<file path="src/rtl/fetch_unit_pkg.sv">
// Shared types and default parameters for the instruction fetch unit.
package fetch_unit_pkg;

    localparam logic [31:0] DEFAULT_RESET_PC = 32'd0;
    localparam logic [31:0] DEFAULT_FINAL_PC = 32'd35;

    typedef struct packed {
        logic [31:0] inst;
        logic [31:0] pc;
    } fetch_packet;

    typedef enum logic [1:0] {
        RUN,
        DRAIN,
        HALT
    } fetch_state;

endpackage

</file>
<file path="src/rtl/fetch_fifo.sv">
// Purpose: 2-entry in-order buffer of fetch packets between memory return and decode.
// Latency: a push is visible at head the cycle after it is written; head is combinational.
// Backpressure: none internally; the owner keeps pushes within free space, flush wins over push/pop.
module fetch_fifo
    import fetch_unit_pkg::*;
(
    input  logic        CLK,
    input  logic        RSTN,
    input  logic        push,
    input  fetch_packet push_dat,
    input  logic        pop,
    input  logic        flush,
    output logic        full,
    output logic        empty,
    output fetch_packet head
);

    fetch_packet mem [2];
    logic        wr_ptr;
    logic        rd_ptr;
    logic [1:0]  count;
    logic        push_ok;
    logic        pop_ok;

    // A push into a full buffer is only legal when the head leaves the same cycle.
    assign push_ok = push & (~full | pop);
    assign pop_ok  = pop & ~empty;

    always_ff @(posedge CLK or negedge RSTN) begin
        if (!RSTN) begin
            mem[0] <= '0;
            mem[1] <= '0;
            wr_ptr <= 1'b0;
            rd_ptr <= 1'b0;
            count  <= 2'd0;
        end else if (flush) begin
            wr_ptr <= 1'b0;
            rd_ptr <= 1'b0;
            count  <= 2'd0;
        end else begin
            if (push_ok) begin
                mem[wr_ptr] <= push_dat;
                wr_ptr      <= ~wr_ptr;
            end
            if (pop_ok) begin
                rd_ptr <= ~rd_ptr;
            end
            count <= count + {1'b0, push_ok} - {1'b0, pop_ok};
        end
    end

    assign full  = (count == 2'd2);
    assign empty = (count == 2'd0);
    assign head  = mem[rd_ptr];

endmodule

</file>
<file path="src/rtl/fetch_unit.sv">
// Purpose: sequential instruction fetch with redirect, stopping after FINAL_PC is consumed.
// Latency: first packet valid two edges after the first request; one packet per cycle steady state.
// Backpressure: INST_READY low stalls the head; requests stop once buffer plus in-flight reach 2.
module fetch_unit
    import fetch_unit_pkg::*;
#(
    parameter logic [31:0] FINAL_PC = DEFAULT_FINAL_PC,
    parameter logic [31:0] RESET_PC = DEFAULT_RESET_PC
) (
    input  logic        CLK,
    input  logic        RSTN,
    output logic        IMEM_REQ,
    output logic [31:0] IMEM_ADDR,
    input  logic [31:0] IMEM_RDATA,
    input  logic        REDIRECT,
    input  logic [31:0] REDIRECT_PC,
    output logic        INST_VALID,
    input  logic        INST_READY,
    output logic [31:0] INSTRUCTION,
    output logic [31:0] INST_PC,
    output logic        HALTED
);

    fetch_state  state;
    fetch_state  state_nxt;
    logic [31:0] pc;
    logic        epoch;
    logic        infl_vld;
    logic        infl_epoch;
    logic [31:0] infl_pc;
    logic        resp_vld;
    logic        push;
    logic        pop;
    logic        issue;
    logic        fifo_full;
    logic        fifo_empty;
    logic [1:0]  buf_cnt;
    logic [1:0]  slots;
    fetch_packet head;
    fetch_packet push_dat;

    // Responses issued before a redirect carry the old epoch and are dropped.
    assign resp_vld = infl_vld & (infl_epoch == epoch);
    assign push     = resp_vld & ~REDIRECT;
    assign pop      = ~fifo_empty & INST_READY;
    assign buf_cnt  = fifo_full ? 2'd2 : (fifo_empty ? 2'd0 : 2'd1);
    assign slots    = buf_cnt + {1'b0, resp_vld};
    assign push_dat = '{inst: IMEM_RDATA, pc: infl_pc};

    fetch_fifo u_fifo (
        .CLK      (CLK),
        .RSTN     (RSTN),
        .push     (push),
        .push_dat (push_dat),
        .pop      (pop),
        .flush    (REDIRECT),
        .full     (fifo_full),
        .empty    (fifo_empty),
        .head     (head)
    );

    always_ff @(posedge CLK or negedge RSTN) begin
        if (!RSTN) begin
            state <= RUN;
        end else begin
            state <= state_nxt;
        end
    end

    // A head leaving this cycle frees its slot, which keeps delivery bubble-free.
    always_comb begin
        state_nxt = state;
        issue     = 1'b0;
        case (state)
            RUN: begin
                issue = ~REDIRECT & (pop ? (slots <= 2'd2) : (slots < 2'd2));
                if (issue && (pc == FINAL_PC)) begin
                    state_nxt = DRAIN;
                end
            end
            DRAIN: begin
                if (pop && (head.pc == FINAL_PC)) begin
                    state_nxt = HALT;
                end
            end
            HALT: begin
                state_nxt = HALT;
            end
            default: begin
                state_nxt = RUN;
            end
        endcase
        if (REDIRECT) begin
            state_nxt = RUN;
        end
    end

    always_ff @(posedge CLK or negedge RSTN) begin
        if (!RSTN) begin
            pc         <= RESET_PC;
            epoch      <= 1'b0;
            infl_vld   <= 1'b0;
            infl_epoch <= 1'b0;
            infl_pc    <= 32'd0;
        end else begin
            infl_vld   <= issue;
            infl_epoch <= epoch;
            infl_pc    <= pc;
            if (REDIRECT) begin
                pc    <= REDIRECT_PC;
                epoch <= ~epoch;
            end else if (issue) begin
                pc <= pc + 32'd1;
            end
        end
    end

    // Request is gated by reset so nothing is presented to memory while held in reset.
    assign IMEM_REQ    = issue & RSTN;
    assign IMEM_ADDR   = pc;
    assign INST_VALID  = ~fifo_empty;
    assign INSTRUCTION = head.inst;
    assign INST_PC     = head.pc;
    assign HALTED      = (state == HALT);

endmodule

</file>
<file path="config.mk">
export PLATFORM = sky130hd
export DESIGN_NAME = fetch_unit
export DESIGN_NICKNAME = d
export VERILOG_FILES = /design/src/rtl/fetch_unit_pkg.sv /design/src/rtl/fetch_fifo.sv /design/src/rtl/fetch_unit.sv
export SDC_FILE = /design/constraint.sdc
export NUM_CORES = 1
export LEC_CHECK = 0
export CORE_ASPECT_RATIO = 1.25
export CORE_MARGIN = 5
export CORE_UTILIZATION = 46
export DETAILED_ROUTE_END_ITERATION = 12
export GPL_TIMING_DRIVEN = 0
export HOLD_SLACK_MARGIN = 0.02
export PLACE_DENSITY = 0.72
export SYNTH_ARGS = -nofsm -noshare
export SYNTH_HDL_FRONTEND = slang
export SYNTH_SLANG_ARGS = --single-unit
</file>
<file path="constraint.sdc">
create_clock -name CLK -period 7.05 [get_ports CLK]
set_clock_uncertainty 0.15 [all_clocks]
set_input_delay 1.0575 -clock CLK [delete_from_list [all_inputs] [get_ports CLK]]
set_output_delay 1.0575 -clock CLK [all_outputs]
set_load 0.01 [all_outputs]
</file>
==> reports/qor.txt, run 1 <==
Status - complete, no violations
Net Count, Synth - 746
Count of final hold-check violations - 0
Postcts setup bufs - 0
Power per cell area - 416 mW/mm2
Die footprint - 0.0220 mm2
Final slew viol count - 0
Placed cell area - 0.0108 mm2
Startpoint Class - primary input
Power Internal - 3.36 mW
RSZ-0062 raised after global routing - no
Mapped Cells - 672
Part of the power in registers - 0.390
Rel. slew slack - 0.271
Share of layout cells above drive strength 1 - 0.269
Pre-CTS setup slack - 2390 ps
Total gr overflow - 0
Reg clk slew, reported paths - 60 ps
Row count - 56
Routed len/inst - 19.6 um
#FFs+latches synth - 201
Combinational power share - 0.376
Initial drt markers - 244
Post-synth EDFFs - 0
Worst-Margin Slew - 1080 ps
First-pass GRT wire length - 35,200 um
Max Root-Sink Buffers - 3
Critical Path RT - 5840 ps
Largest net degree at the start of global routing - 106
Cell variety after synth - 39
DP Wirelength - 15,900 um
Via density - 5.52
Tot GR Track Use - 0.199
Switching Share - 0.297
Synthesized area - 0.00879 mm2
I/O pin cnt - 167
Die Wd - 134 um
DR pass1 iterations - 7
TritonCTS clock tree - yes
Final wirelength - 21,600 um
Worst hold path class - register to register
TritonCTS Buffers - 21
Clock share of power - 0.234
Final Core Density - 0.611
Root Buffer - clkbuf_16
Worst Path Max Fanout - 10
Async S/R FF share, synth - 1.00
PostCTS Resize Cnt - 0
Clock latency on the worst-skew pair - 480 ps
Post-route cell area - 0.0115 mm2
Max Cap Violations - 0
Setup Viol. Count Final - 0
Sw Pwr - 1.42 mW
Total core area - 0.0188 mm2
Worst Setup End Kind - primary output
Antenna Cells - 0
Main synth FF type - dfrtp_1
Share of the yosys chip area belonging to registers - 0.572
Final period utilization - 0.661
Maximum VDD drop - 0.000165 V
Cts hold-fix bufs - 0
Initial Util - 0.468
Vias - 6,097
RePlAce Congestion - 0.845
Post-layout min period - 4660 ps
Antenna-violating nets left - 0
Max frequency - 214 MHz
H-Tree Level Count - 1
Vias in the first global route - 6,744
Mean Syn Cell Area - 13.1 um2
Fillers - 1,464
WS Path Type - primary input to primary output
Synth warn - 0
Die Ht - 165 um
Synthesis-to-finish area growth - 30.5%
Clk sink count - 201
Final worst slack - 2390 ps
Nets - 935
Static Leak - 4.82 nW
PortBufs - 165
Arr. time, crit path - 3460 ps
# DRC - 0
Initial antenna violation count - 0
[sequential cells by signal (all words and copies together) (netlist names), 2 cells and up]
name and count:
IMEM_ADDR 32, infl_pc 32, state 2, u_fifo.count 2, u_fifo.mem 128
[Yosys cell counts, types with 9 or more instances]
cell      instances  area, um2
nand2_1          45        169
nor2_1           15       56.3
inv_1            14       52.6
dfrtp_1         201       5030
o21ai_0          24        120
xor2_1            9       78.8
clkbuf_1         28        105
nand3_1          15       75.1
nor3_1           16       80.1
xnor2_1          23        201
nor4_1           22        138
mux2_2          192       2160
[worst paths after layout]
kind	startpoint	slack (ps)	end	depth (start not counted)
worst max-delay path	INST_READY	2390	IMEM_REQ	8
worst min-delay path	epoch	300	infl_epoch	0
worst max register to register	epoch	4160	u_fifo.mem[124]	5
worst min register to register	epoch	300	infl_epoch	0
max in group asynchronous	RSTN	5380	u_fifo.mem[60]	2
min in group asynchronous	RSTN	430	u_fifo.mem[36]	1
[cell type report]
| class | instances | area (um2) | share of cell area |
|---|---|---|---|
| plain buffers | 32 | 124 | 0.0108 |
| multi-input cells | 425 | 3590 | 0.313 |
| clock buffers | 29 | 596 | 0.0519 |
| well taps | 232 | 290 | 0.0253 |
| inverters | 14 | 52.6 | 0.00458 |
| repair buffers | 166 | 1680 | 0.147 |
| clock inverters | 6 | 105 | 0.00917 |
| flip-flops and latches | 201 | 5030 | 0.439 |
[power groups by stage]
stage | sequential (mW) | clock, mW | combinational (mW)
2_1_floorplan | 1.78 | 0 | 1.03
3_5_place_dp | 1.88 | 0 | 1.82
3_3_place_gp | 1.85 | 0 | 1.78
6_report | 1.86 | 1.12 | 1.80
5_1_grt | 1.91 | 1.20 | 1.94
4_1_cts | 1.86 | 1.15 | 1.83
[cells in the final DEF (no fill, tap or decap), types with 2 or more instances in the layout]
cell and n:
dfrtp_1 201, mux2_2 192, clkdlybuf4s50_1 164, nand2_1 45, clkbuf_1 32, o21ai_0 24, xnor2_1 23, nor4_1 22
clkbuf_16 21, nand3_1 15, nor2_1 15, nor3_1 15, inv_1 14, xor2_1 9, nand4_1 6, and3_1 6
ha_1 6, nor4b_1 5, o21ai_1 5, or2_2 4, clkbuf_8 4, nand3b_1 3, buf_2 3, a311oi_1 3
clkinv_2 3, bufinv_16 3, and2_1 2, nor4bb_1 2, a31oi_1 2, mux2i_1 2, or4_1 2, or3_1 2
and4_1 2, a221oi_1 2, a211oi_1 2
[kinds of logic (layout without fill, tap and decap cells)]
logic type	Yosys count	after routing	share of synthesized area
DFF	201	201	0.572
muxes	194	194	0.248
xor gates and xnor gates	32	32	0.0319
AOI/OAI and AO/OA	43	43	0.0288
buffers and inverters	46	247	0.0201
and+or+nand+nor	150	150	0.0900
adders and majority gates	6	6	0.00854
[worst max-delay path: stages]
cell             delay [ps]
clkdlybuf4s50_1         460
nand3b_1                180
a21o_1                  200
nand3_1                 260
clkbuf_1                520
nor2_1                  110
and2_1                  180
clkdlybuf4s50_1         490
[routing by layer]
layer | GRT usage | vias up | wire length [um]
li1 | - | 2785 | -
met1 | 0.242 | 3037 | 8450
met2 | 0.355 | 225 | 11200
met3 | 0.0326 | 50 | 1150
met4 | 0.0800 | 0 | 821
met5 | 0 | - | 0
[through the flow]
step	cells	hold slack (ps)	TNS (ps)	total power, mW
CTS	1105	296	0	4.84
finish	1105	297	0	4.77
floorplan	672	259	0	2.81
global route	1105	312	0	5.05
detailed placement	1070	283	0	3.69
global placement	1069	271	-621880	3.62
No activity file was read; power rests on OpenSTA's default activity.
==> inputs of run 2 (changes only) <==
PLACE_DENSITY = 0.75   (was 0.72)
clock period = 4.2 ns   (was 7.05 ns; I/O delays follow)
==> run 2 against run 1 <==
  * Sequential power increased by 68%
  * Utilization up 0.25 points
  * Combinational power grew 67%
  * Clock power up 75%
  * First-iteration DRC count is 5.7% lower
  * Critical path depth did not move
  * Wire length decreased by 2.3%
  * Flip-flop and latch count unchanged
  * Non-clock buffer count grew 1
  * Critical path type unchanged
  * Largest cell class unchanged
  * Highest routed layer unchanged
==> reports/qor.txt, run 2 (synthesized netlist as in run 1, its figures left out) <==
Status - complete, no violations (unchanged)
Max FFs per register - 128 (unchanged)
Share of layout cells above drive strength 1 - 0.275 (was 0.269)
PnR Total Power - 8.08 mW (was 4.77 mW)
Reg-to-Reg End - IMEM_ADDR[21] (was u_fifo.mem[124])
Worst Setup End Kind - primary output (unchanged)
Total gr overflow - 0 (unchanged)
TritonCTS clock tree - yes (unchanged)
WS Path Type - primary input to primary output (unchanged)
Post-layout min period - 3830 ps
RSZ-0062 raised after global routing - no (unchanged)
Die footprint - 0.0220 mm2 (unchanged)
TritonCTS Buffers - 21 (unchanged)
Static Leak - 4.84 nW (was 4.82 nW)
Most common cell after layout, fill and taps aside - dfrtp_1 (unchanged)
Clock latency on the worst-skew pair - 480 ps (about the same)
Rel. slew slack - 0.198 (was 0.271)
Clk sink count - 201 (unchanged)
Max frequency - 261 MHz
Setup crit end - IMEM_REQ (unchanged)
Antenna-violating nets left - 0 (unchanged)
Via density - 5.45 (was 5.52)
Final slew viol count - 0 (unchanged)
Max Cap Violations - 0 (unchanged)
Largest net degree at the start of global routing - 116 (was 106)
PostCTS Resize Cnt - 0 (unchanged)
Startpoint Class - primary input (unchanged)
Worst R2R Start - IMEM_ADDR[3] (was epoch)
Area of the multi-input gates - 0.00359 mm2 (unchanged)
PortBufs - 165 (unchanged)
Worst Path Max Fanout - 10 (unchanged)
First-pass GRT wire length - 34,800 um (was 35,200 um)
RePlAce Congestion - 0.832 (was 0.845)
Worst hold path class - primary input to asynchronous set/reset pin (was register to register)
Root Buffer - clkbuf_16 (unchanged)
DP Wirelength - 15,100 um (was 15,900 um)
Setup TNS - 0 ps (unchanged)
Row count - 56 (unchanged)
Routed len/inst - 19.1 um (was 19.6 um)
Setup Viol. Count Final - 0 (unchanged)
Initial drt markers - 230 (was 244)
Critical Path RT - 3420 ps (was 5840 ps)
# DRC - 0 (unchanged)
Maximum VDD drop - 0.000339 V (was 0.000165 V)
Vias - 6,037 (was 6,097)
Final wirelength - 21,100 um (was 21,600 um)
Fillers - 1,484 (was 1,464)
Cts hold-fix bufs - 0 (unchanged)
DR pass1 iterations - 4 (was 7)
Antenna Cells - 0 (unchanged)
Initial Util - 0.468 (unchanged)
Initial antenna violation count - 0 (unchanged)
Arr. time, crit path - 3050 ps (was 3460 ps)
Vias in the first global route - 6,543 (was 6,744)
I/O pin cnt - 167 (unchanged)
Power per cell area - 701 mW/mm2 (was 416 mW/mm2)
Total core area - 0.0188 mm2 (unchanged)
Tot GR Track Use - 0.197 (was 0.199)
Reg area - 0.00503 mm2 (unchanged)
Nets - 936 (was 935)
Synthesis-to-finish area growth - 31.0% (was 30.5%)
H-Tree Level Count - 1 (unchanged)
Count of final hold-check violations - 0 (unchanged)
Postcts setup bufs - 0 (unchanged)
R2R depth - 7 (was 5)
Most flop-heavy register - u_fifo.mem (unchanged)
Reg clk slew, reported paths - 60 ps (about the same)
Final period utilization - 0.911
Die Ht - 165 um (unchanged)
Die Wd - 134 um (unchanged)
R2R setup slack - 1400 ps (was 4160 ps)
Crit path from - INST_READY (unchanged)
Worst-Margin Slew - 1190 ps (was 1080 ps)
Max Root-Sink Buffers - 3 (unchanged)
Most frequent cells in the layout - dfrtp_1 (201), mux2_2 (192), clkdlybuf4s50_1 (164), nand2_1 (45), clkbuf_1 (29) (was dfrtp_1 (201), mux2_2 (192), clkdlybuf4s50_1 (164), nand2_1 (45), clkbuf_1 (32))
## run 2: where the power goes
| group | leakage [nW] | total, mW | internal [mW] | switching [mW] |
|---|---|---|---|---|
| sequential | 2.48 | 3.12 | 2.64 | 0.488 |
| combinational | 2.00 | 3.00 | 1.84 | 1.16 |
| clock | 0.362 | 1.96 | 1.21 | 0.743 |
| total | 4.84 | 8.08 | 5.69 | 2.39 |
## run 2: how the worst min path moves through the flow
stage	start	to	slack, ps
5_1_grt	RSTN	IMEM_ADDR[4]	140
4_1_cts	RSTN	IMEM_ADDR[4]	100
6_report	RSTN	IMEM_ADDR[4]	80
3_3_place_gp	epoch	infl_epoch	270
3_5_place_dp	epoch	infl_epoch	270
2_1_floorplan	RSTN	IMEM_ADDR[0]	180
## run 2: worst max-delay path: stages
cell and delay [ps]:
clkdlybuf4s50_1 460, nand3b_1 180, a21o_1 190, nand3_1 280, clkbuf_1 520, nor2_1 110, and2_1 190, clkdlybuf4s50_1 480
## run 2: per-stage QoR
step	cell area, um2	hold WS, ps	utilization	setup slack [ps]	cells
2_1_floorplan	8790	184	-	1580	672
3_3_place_gp	10700	270	0.571	-5940	1069
3_5_place_dp	10800	275	0.574	408	1071
4_1_cts	11500	95.4	0.613	396	1108
5_1_grt	11500	137	0.613	186	1108
6_report	11500	76.5	0.613	373	1108
## run 2: cell type report
class | instances | area share
clock inverters | 12 | 0.0143
plain buffers | 32 | 0.0108
multi-input cells | 425 | 0.311
clock buffers | 25 | 0.0496
flip-flops and latches | 201 | 0.437
repair buffers | 167 | 0.147
well taps | 232 | 0.0252
inverters | 14 | 0.00456
## run 2: metal layers
metal	global-route usage	share of wire	vias up
li1	-	-	2787
met5	0	0	-
met3	0.0356	0.056	38
met1	0.245	0.40	3021
met4	0.0613	0.026	0
met2	0.351	0.51	191
==> inputs of run 3 (changes only) <==
--- a/constraint.sdc
+++ b/constraint.sdc
@@ -3,3 +3,3 @@
 set_input_delay 0.63 -clock CLK [delete_from_list [all_inputs] [get_ports CLK]]
 set_output_delay 0.63 -clock CLK [all_outputs]
-set_load 0.01 [all_outputs]
+set_load 0.02 [all_outputs]
==> results of run 3 <==
Same layout as run 2 (identical final DEF). Status: complete, no violations.
Main changes from that run: setup slack after placement 408 ps -> 349 ps; setup slack after layout 373 ps -> 313 ps; total power 8.08 mW -> 8.42 mW; worst IR drop on VDD 0.000339 V -> 0.000340 V
